**config.mk**
```make
export PLATFORM = sky130hd
export DESIGN_NAME = bit_packer_arbiter
export DESIGN_NICKNAME = d
export VERILOG_FILES = /design/src/rtl/bit_packer_pkg.sv /design/src/rtl/bit_packer_arbiter_rr_arbiter.sv /design/src/rtl/bit_packer_arbiter.sv
export SDC_FILE = /design/constraint.sdc
export NUM_CORES = 1
export LEC_CHECK = 0
export CAP_MARGIN = 20
export CELL_PAD_IN_SITES_DETAIL_PLACEMENT = 1
export CELL_PAD_IN_SITES_GLOBAL_PLACEMENT = 1
export CORE_MARGIN = 3
export CORE_UTILIZATION = 29
export DETAILED_ROUTE_END_ITERATION = 8
export MAX_ROUTING_LAYER = met4
export PLACE_DENSITY = 0.78
export SLEW_MARGIN = 20
export SYNTH_ARGS = -nofsm -noshare
export SYNTH_HDL_FRONTEND = slang
export SYNTH_SLANG_ARGS = --single-unit
export TNS_END_PERCENT = 1
```
**constraint.sdc**
```tcl
create_clock -name clk -period 4.9 [get_ports clk]
set_clock_uncertainty 0.1 [all_clocks]
set_input_delay 0.735 -clock clk [delete_from_list [all_inputs] [get_ports clk]]
set_output_delay 0.735 -clock clk [all_outputs]
set_load 0.01 [all_outputs]
```
**src/rtl/bit_packer_pkg.sv**
```systemverilog
// Shared types and constants for the bit_packer_arbiter block.
package bit_packer_pkg;

    typedef enum logic [1:0] {
        StIdle,
        StStream,
        StDrain,
        StGap
    } state_e;

    // Widths for the default configuration (N_REQ=2, OWIDTH=32).
    localparam int unsigned ID_W   = $clog2(2);
    localparam int unsigned FILL_W = $clog2(32) + 1;

    // Outstanding packed words of the current frame; a handful at most.
    localparam int unsigned PEND_W = 4;

endpackage

```
**src/rtl/bit_packer_arbiter_rr_arbiter.sv**
```systemverilog
// Request arbiter: one-hot grant plus index. Round-robin after last_grant by default;
// defining BIT_PACKER_ARB_FIXED_PRIO_EN selects fixed lowest-index priority.
module rr_arbiter
    import bit_packer_pkg::*;
#(
    parameter int unsigned N_REQ = 2,
    parameter int unsigned IdW   = $clog2(N_REQ)
) (
    input  logic [N_REQ-1:0] req,
    input  logic [IdW-1:0]   last_grant,
    output logic [N_REQ-1:0] grant,
    output logic [IdW-1:0]   grant_idx
);

    logic           found;
    logic [IdW-1:0] cand;

`ifdef BIT_PACKER_ARB_FIXED_PRIO_EN
    logic unused_last_grant;
    assign unused_last_grant = ^last_grant;

    always_comb begin
        found     = 1'b0;
        cand      = '0;
        grant_idx = '0;
        grant     = '0;
        for (int unsigned i = 0; i < N_REQ; i++) begin
            cand = IdW'(i);
            if (!found && req[cand]) begin
                found     = 1'b1;
                grant_idx = cand;
            end
        end
        grant[grant_idx] = found;
    end
`else
    always_comb begin
        found     = 1'b0;
        cand      = '0;
        grant_idx = '0;
        grant     = '0;
        // Search starts one past the previous winner, wrapping around.
        for (int unsigned k = 1; k <= N_REQ; k++) begin
            cand = IdW'((32'(last_grant) + k) % N_REQ);
            if (!found && req[cand]) begin
                found     = 1'b1;
                grant_idx = cand;
            end
        end
        grant[grant_idx] = found;
    end
`endif

endmodule

```
**src/rtl/bit_packer_arbiter.sv**
```systemverilog
// Shares one bit packer among N_REQ frame sources, one frame at a time, and tags packed
// output with source id and end-of-frame. Arbitration policy: BIT_PACKER_ARB_FIXED_PRIO_EN.
module bit_packer_arbiter
    import bit_packer_pkg::*;
#(
    parameter int unsigned N_REQ  = 2,
    parameter int unsigned IWIDTH = 8,
    parameter int unsigned OWIDTH = 32
) (
    input  logic                     clk,
    input  logic                     rst,
    input  logic [N_REQ-1:0]         req,
    input  logic [N_REQ*IWIDTH-1:0]  req_data,
    input  logic [N_REQ-1:0]         req_last,
    output logic [N_REQ-1:0]         req_ready,
    output logic                     pk_en,
    output logic [IWIDTH-1:0]        pk_in,
    output logic                     pk_in_valid,
    input  logic [OWIDTH-1:0]        pk_out,
    input  logic                     pk_out_valid,
    output logic [OWIDTH-1:0]        out_data,
    output logic                     out_valid,
    output logic                     out_last,
    output logic [$clog2(N_REQ)-1:0] out_id,
    output logic                     busy
);

    localparam int unsigned IdW   = $clog2(N_REQ);
    localparam int unsigned FillW = $clog2(OWIDTH) + 1;

    state_e              state_q, state_d;
    logic                suppress_q, suppress_d;
    logic [IdW-1:0]      grant_q, grant_d;
    logic [IdW-1:0]      last_grant_q, last_grant_d;
    logic [FillW-1:0]    fill_q, fill_d;
    logic [PEND_W-1:0]   pend_q, pend_d;
    logic                pk_en_q, pk_en_d;
    logic [IWIDTH-1:0]   pk_in_q, pk_in_d;
    logic                pk_in_valid_q, pk_in_valid_d;
    logic [OWIDTH-1:0]   out_data_q, out_data_d;
    logic                out_valid_q, out_valid_d;
    logic                out_last_q, out_last_d;
    logic [IdW-1:0]      out_id_q, out_id_d;

    logic [N_REQ-1:0]    arb_grant;
    logic [IdW-1:0]      arb_idx;
    logic                accept;
    logic [IWIDTH-1:0]   word;
    logic [FillW:0]      fill_sum;
    logic                wrap;
    logic [FillW-1:0]    fill_nxt;
    logic [PEND_W-1:0]   pend_inc;
    logic                fwd;
    logic                pend_dec;
    logic                last_fwd;

    rr_arbiter #(
        .N_REQ (N_REQ),
        .IdW   (IdW)
    ) u_arb (
        .req        (req),
        .last_grant (last_grant_q),
        .grant      (arb_grant),
        .grant_idx  (arb_idx)
    );

    always_comb begin
        accept    = (state_q == StStream) && req[grant_q];
        req_ready = '0;
        req_ready[grant_q] = accept;
        word      = req_data[32'(grant_q) * IWIDTH +: IWIDTH];

        fill_sum  = {1'b0, fill_q} + (FillW + 1)'(IWIDTH);
        wrap      = fill_sum >= (FillW + 1)'(OWIDTH);
        fill_nxt  = wrap ? FillW'(fill_sum - (FillW + 1)'(OWIDTH)) : FillW'(fill_sum);
        // Every wrap yields a packed word; a non-empty remainder at frame end yields a flush word.
        pend_inc  = PEND_W'(wrap) + PEND_W'(req_last[grant_q] && (fill_nxt != '0));

        fwd       = pk_out_valid &&
                    ((state_q == StStream) || ((state_q == StDrain) && !suppress_q));
        pend_dec  = fwd && (pend_q != '0);
        last_fwd  = fwd && (state_q == StDrain) && (pend_q == PEND_W'(1));
    end

    always_comb begin
        state_d       = state_q;
        suppress_d    = suppress_q;
        grant_d       = grant_q;
        last_grant_d  = last_grant_q;
        fill_d        = fill_q;
        pend_d        = pend_q - PEND_W'(pend_dec);
        pk_en_d       = 1'b0;
        pk_in_d       = '0;
        pk_in_valid_d = 1'b0;
        out_valid_d   = fwd;
        out_last_d    = last_fwd;
        out_data_d    = fwd ? pk_out : out_data_q;
        out_id_d      = fwd ? grant_q : out_id_q;

        unique case (state_q)
            StIdle: begin
                if (|arb_grant) begin
                    grant_d = arb_idx;
                    state_d = StStream;
                end
            end
            StStream: begin
                if (accept) begin
                    pk_en_d       = 1'b1;
                    pk_in_d       = word;
                    pk_in_valid_d = 1'b1;
                    fill_d        = fill_nxt;
                    pend_d        = pend_q - PEND_W'(pend_dec) + pend_inc;
                    if (req_last[grant_q]) begin
                        state_d = StDrain;
                    end
                end
            end
            StDrain: begin
                // After reset the single pk_en=0 cycle has flushed the packer; skip forwarding.
                if (suppress_q || last_fwd) begin
                    state_d    = StGap;
                    suppress_d = 1'b0;
                    fill_d     = '0;
                    pend_d     = '0;
                end
            end
            StGap: begin
                last_grant_d = grant_q;
                state_d      = StIdle;
            end
            default: state_d = StDrain;
        endcase
    end

    always_ff @(posedge clk) begin
        if (rst) begin
            state_q       <= StDrain;
            suppress_q    <= 1'b1;
            grant_q       <= IdW'(N_REQ - 1);
            last_grant_q  <= IdW'(N_REQ - 1);
            fill_q        <= '0;
            pend_q        <= '0;
            pk_en_q       <= 1'b0;
            pk_in_q       <= '0;
            pk_in_valid_q <= 1'b0;
            out_data_q    <= '0;
            out_valid_q   <= 1'b0;
            out_last_q    <= 1'b0;
            out_id_q      <= '0;
        end else begin
            state_q       <= state_d;
            suppress_q    <= suppress_d;
            grant_q       <= grant_d;
            last_grant_q  <= last_grant_d;
            fill_q        <= fill_d;
            pend_q        <= pend_d;
            pk_en_q       <= pk_en_d;
            pk_in_q       <= pk_in_d;
            pk_in_valid_q <= pk_in_valid_d;
            out_data_q    <= out_data_d;
            out_valid_q   <= out_valid_d;
            out_last_q    <= out_last_d;
            out_id_q      <= out_id_d;
        end
    end

    assign pk_en       = pk_en_q;
    assign pk_in       = pk_in_q;
    assign pk_in_valid = pk_in_valid_q;
    assign out_data    = out_data_q;
    assign out_valid   = out_valid_q;
    assign out_last    = out_last_q;
    assign out_id      = out_id_q;
    assign busy        = state_q != StIdle;

endmodule

```
# Word-level counts from Yosys, hierarchy flattened

Index checks and enable logic that the tools add are counted.

Add/sub/neg operators: 7
Order comparisons: 7
Equality and inequality tests: 8
Shifts and indexed selects: 1
Multiplexer cells: 29
Bitwise gates (word level): 4
Reduce and logical (&&, ||, !) cells: 26

Operator list:

| kind                                                               | count |
|---|---|
| 2-to-1 mux 6 bit                                                   | 3 |
| variable part select 16 x 5 -> 8 bit                               | 1 |
| 2-to-1 mux 1 bit                                                   | 15 |
| one-hot mux 6 bit (2 select lines)                                 | 1 |
| logical AND 1 bit                                                  | 10 |
| < comparator 1 x 2 -> 1 bit (second input constant)                | 4 |
| 2-to-1 mux 2 bit                                                   | 4 |
| 2-to-1 mux 4 bit                                                   | 2 |
| one-hot mux 2 bit (4 select lines)                                 | 1 |
| one-hot mux 4 bit (2 select lines)                                 | 1 |
| adder 6 x 4 -> 7 bit (second input constant)                       | 1 |
| greater-or-equal comparator 7 x 6 -> 1 bit (second input constant) | 1 |
| nonzero test 6 bit                                                 | 1 |
| subtractor 6 bit (second input constant)                           | 1 |
| adder 4 x 2 -> 4 bit                                               | 1 |
| bitwise AND 2 bit                                                  | 2 |
| equality test 2 bit (second input constant)                        | 2 |
| equality test 4 x 1 -> 1 bit (second input constant)               | 1 |
| != test 2 x 1 -> 1 bit (second input constant)                     | 2 |
| != test 2 bit (second input constant)                              | 2 |
| AND reduction 2 bit                                                | 2 |
| AND reduction 4 bit                                                | 1 |
| nonzero test 2 bit                                                 | 2 |
| nonzero test 4 bit                                                 | 1 |
| 13 further kinds                                                   | 20 |

Register bits after elaboration: 59
Input port bits: 55
Output and inout bits: 48
Word-level logic and storage cells: 94

# Logic depth before layout (Yosys ltp)

Depth in word-level cells: 15
Mapped depth: 13
Depth with buffers taken out: 12

# By module

From an unflattened synthesis, not the netlist that was laid out.

Cell total of the unflattened synthesis: 282
Area total of the unflattened synthesis: 2461.1 sq um

Modules (own cells, without submodules):

| module             | times used | cells each | area an instance (sq um) | sequential area each (sq um) |
|---|---|---|---|---|
| bit_packer_arbiter | 1          | 278        | 2434.8                   | 1121.1 |
| rr_arbiter         | 1          | 4          | 26.3                     | 0.0 |

# Least setup slack after synthesis

No wires, ideal clock.

Path type: register -> register
Start point: reg state_q[1]
End point: reg pend_q[3]
Library setup time: 0.074 ns
Arrival time: 3.261 ns
Required time: 4.726 ns
Path slack: 1.465 ns
Cell stages (with the launch flop): 12
Buffers on the path: 2
Clock period less this slack: 3.435 ns
Cells stage by stage: dfxtp_1 -> inv_1 -> ha_1 -> clkbuf_1 -> o21ai_1 -> clkbuf_1 -> a21oi_1 -> ha_1 -> fa_1 -> or4_1 -> or3_1 -> a31oi_1

Cells in the longest elaborated chain, start to end: 9
Elaborated cells on any way between the ends: 15
Classes of those cells: 2 x add/sub; 2 x eq/ne; 3 x mux; 8 x reduce/logical

RTL lines:

| what                                                           | line                                                                          | RTL |
|---|---|---|
| from (decl)                                                    | bit_packer_arbiter.sv:31                                                      | `state_e state_q, state_d;` |
| from (signal assigned)                                         | bit_packer_arbiter.sv:138                                                     | `state_q <= StDrain;` |
| from (signal assigned)                                         | bit_packer_arbiter.sv:152                                                     | `state_q <= state_d;` |
| equality test 2 bit                                            | bit_packer_arbiter.sv:80, bit_packer_arbiter.sv:82, bit_packer_arbiter.sv:100 |  |
| logical AND 1 bit                                              | bit_packer_arbiter.sv:80                                                      | `((state_q == StStream) \|\| ((state_q == StDrain) && !suppress_q));` |
| logical OR 1 bit                                               | bit_packer_arbiter.sv:80                                                      |  |
| logical AND 1 bit                                              | bit_packer_arbiter.sv:79                                                      | `fwd = pk_out_valid &&` |
| logical AND 1 bit, on equally long branches                    | bit_packer_arbiter.sv:81, bit_packer_arbiter.sv:82                            |  |
| subtractor 4 x 1 -> 4 bit or logical AND 1 bit (tied branches) | bit_packer_arbiter.sv:91, bit_packer_arbiter.sv:113, bit_packer_arbiter.sv:82 |  |
| adder 4 x 2 -> 4 bit or logical OR 1 bit (tied branches)       | bit_packer_arbiter.sv:113, bit_packer_arbiter.sv:121                          |  |
| 2-to-1 mux 4 bit, on equally long branches                     | bit_packer_arbiter.sv:108, bit_packer_arbiter.sv:121                          |  |
| one-hot mux 4 bit (2 select lines) *                           | bit_packer_arbiter.sv:100                                                     | `unique case (state_q)` |
| to (signal assigned)                                           | bit_packer_arbiter.sv:157                                                     | `pend_q <= pend_d;` |
| to (decl)                                                      | bit_packer_arbiter.sv:36                                                      | `logic [PEND_W-1:0] pend_q, pend_d;` |

Mark *: on every way between the ends. The rest lies on a longest branch, timed or not.
A chain may end at the register's enable or synchronous reset.

# Worst setup path after layout

Start point: reg state_q[0]
End point: reg pend_q[3]

The elaborated chain is that of the path after synthesis.

==> impl_metrics.py <==
metrics = {
    "setup_path": {
        "start_kind": "register",
        "r2r_setup_slack_ns": 1.76,
        "reg2reg_to": "pend_q[3]",
        "rr_worst_depth": 10,
        "crit_type": "register to register",
        "cp_max_fo": 6,
        "endpoint_kind": "register",
        "arrival_ns": 3.27,
        "worstPathRequired_ns": 5.03,
        "reg2reg_from": "state_q[0]",
    },
    "detailed_routing": {
        "drt-initial-drc-count": 53,
        "routedWlPerCell_um": 13.91,
        "dr.pass1.iters": 4,
        "viasPerCell": 4.696,
        "ant_nets": 0,
        "route.detailed.drc": 0,
        "drt-total-wl_mm": 6.636,
        "vias": 2240,
    },
    "placement": {
        "finalWeightedCongestion": 0.7881,
        "pre_cts_slack_ns": 1.468,
        "portBuffers": 102,
        "dp_hpwl_mm": 4.931,
        "dp_cells": 469,
    },
    "cts": {
        "clockBufferDepth": 2,
        "cts_setup_buffers": 0,
        "root_buffer": "clkbuf_8",
        "hold_buffers": 0,
        "numCtsBuffers": 5,
        "worstSkewPairLatency_ns": 0.31,
        "clock_sinks": 56,
        "ctsResizeCount": 0,
        "cts_max_level": 2,
        "cts_tree": "built",
        "clk_pin_slew_ns": 0.10,
    },
    "yosys": {
        "yosys.area_share.simple_pct": 21.47,
        "yosys_warnings": 0,
        "ys_ff_latch": 56,
        "syn_nets": 344,
        "synthXorXnorAreaFrac_pct": 0.7515,
        "syn_area_per_cell_sq_um": 8.355,
        "synth.area.mux_share_pct": 4.777,
        "synth_top_family_by_area": "simple AND/OR/NAND/NOR gates",
        "yosys.area_share.adder_pct": 5.690,
        "synth-compound-area-share_pct": 14.39,
        "ys_types": 39,
        "ys_seq_area_share_pct": 48.09,
        "synth.cell_area_sq_um": 2331,
        "syn_inst": 279,
    },
    "timing": {
        "slew_viol_final": 0,
        "tightestPinTransition_ns": 1.022,
        "min_period_ns": 3.138,
        "setup_tns_ns": 0,
        "hold_viol_final": 0,
        "rsz0062_at_grt": "no",
        "period_share_pct": 64.04,
        "slew_headroom_pct": 31.44,
        "setup_ws_ns": 1.762,
        "setup_viol_count_final": 0,
        "max_freq_mhz": 318.7,
    },
    "global_routing": {
        "grt-ovfl-total": 0,
        "grtUsageMet2_pct": 24.78,
        "grt_max_degree": 49,
        "met3_usage_pct": 3.078,
        "grt_usage_pct": 15.16,
        "antenna_found_initial": 0,
        "met1_usage_pct": 18.82,
        "grt.busiest_layer": "met2",
        "grt_pass1_vias": 2207,
        "grt_pass1_wl_mm": 10.52,
    },
    "pwr": {
        "p_sw_share_pct": 34.81,
        "power_density_nw_per_um2": 375.0,
        "p_comb_share_pct": 37.3,
        "power_leakage_nw": 1.365,
        "p_int_mw": 0.8602,
        "power_switching_mw": 0.4593,
        "power_frac_seq_pct": 42.3,
        "vdd_drop_max_mv": 0.1262,
        "clkPwrFrac_pct": 20.4,
        "p_total_mw": 1.319,
    },
    "min_path": {
        "hold_class": "register to register",
        "min_from": "out_data[16]",
        "holdPathStages": 2,
        "hold-path-endpoint": "out_data[16]",
    },
    "die": {
        "core_area_sq_um": 7767,
        "rows": 32,
        "io_pins": 103,
        "die_w_um": 95.66,
        "fp.dieH_um": 95.66,
        "die-area_sq_um": 9150,
        "start_util_pct": 30.01,
    },
    "final_layout": {
        "final_common_cell": "clkdlybuf4s50_1",
        "fin_cells": 477,
        "antennaDiodeCount": 0,
        "fin_nets": 439,
        "drive_gt1_share_pct": 3.733,
        "area_delta_synth_final_pct": 50.94,
        "final_cell_mix": "101 x clkdlybuf4s50_1, 69 x nand2_1, 56 x dfxtp_1",
    },
    "run": {
        "cap_viol_max_count": 0,
    },
    "outcome": {
        "status": "complete, no violations",
    },
}
[sequential cells by signal, indices dropped and copies added, names as in the netlist]
| signal | count |
|---|---|
| out_id | 1 |
| state_q | 2 |
| pend_q | 4 |
| out_valid | 1 |
| out_last | 1 |
| fill_q | 3 |
| pk_in | 8 |
| grant_q | 1 |
| suppress_q | 1 |
| pk_in_valid | 1 |
| last_grant_q | 1 |
| out_data | 32 |
[worst max-delay path by stage]
stage,startpoint,end,slack (ns)
2_1_floorplan,state_q[1],pend_q[3],1.46
3_3_place_gp,pk_out_valid,pend_q[3],1.52
3_5_place_dp,pk_out_valid,pend_q[3],1.47
4_1_cts,state_q[0],pend_q[3],1.77
5_1_grt,state_q[0],pend_q[3],1.56
6_report,state_q[0],pend_q[3],1.76
[area by class of cell]
type | count | area (sq um)
Fill cell | 938 | 4249
Inverter | 11 | 41.29
Tap cell | 102 | 127.6
Multi-Input combinational cell | 196 | 1101
Sequential cell | 56 | 1121
Clock buffer | 6 | 82.58
Clock inverter | 2 | 13.76
Timing Repair Buffer | 104 | 1031
[power by group through the flow]
stage / sequential, mW / combinational, mW / clock, mW
detailed placement: 0.571 / 0.496 / 0
CTS: 0.559 / 0.500 / 0.285
global route: 0.567 / 0.549 / 0.302
floorplan: 0.577 / 0.263 / 0
global placement: 0.566 / 0.484 / 0
finish: 0.558 / 0.492 / 0.270
[critical path: stages, from the launching register on]
cell and delay [ns]:
dfxtp_1 0.34, inv_1 0.12, ha_1 0.28, nor2b_1 0.23
o21ai_2 0.09, a21oi_1 0.15, ha_1 0.28, fa_1 0.45
or4_1 0.53, or3_1 0.36, a31oi_1 0.15
[metrics by stage]
step                      hold slack, ns  area (sq um)  utilization [%]
final                             0.3586          3518            45.30
after global routing              0.3794          3518            45.30
after CTS                         0.3627          3518            45.30
after detailed placement          0.3476          3422            44.06
after global placement            0.3410          3422            44.06
after floorplan                   0.3504          2331                -
[kinds of logic after synthesis]
logic type,after synthesis
AO/OA/AOI/OAI,60
XOR/XNOR,2
adder cells (fa/ha/maj),10
buffers and inverters,27
flip-flops,56
multiplexers,11
AND/OR/NAND/NOR,113
[synthesized netlist by cell type, drive strengths merged]
cell type   n  area, sq um
o21a        1        7.510
a211oi      1        7.510
nor2       14        52.55
nor3b       3        22.52
fa          1        20.02
a311oi      1        8.760
and4        2        17.52
clkbuf     14        52.55
nor3        3        15.01
dfxtp      56         1121
a221oi      1        8.760
nand3       7        35.03
inv        11        41.29
o21bai      1        7.510
and2        2        12.52
a31oi       3        18.77
ha          9        112.6
o21ai       4        20.01
xor2        1        8.760
o31ai       3        22.52
nand2      69        259.0
mux2i      10        100.1
nor2b       2        12.51
or4         1        7.510
or2         1        6.260
and3        1        6.260
xnor2       1        8.760
buf         2        18.77
nand2b      4        25.02
o211ai      1        7.510
a21o        1        7.510
nand3b      3        22.52
or3         1        6.260
a21oi      42        210.2
mux2        1        11.26
a211o       1        8.760
[routing by layer]
layer	vias up	share of wire, %
met4	0	0.92
met5	-	0
li1	1117	-
met2	66	48
met1	1053	45
met3	4	5.9
No activity file was read; power rests on OpenSTA's default activity.
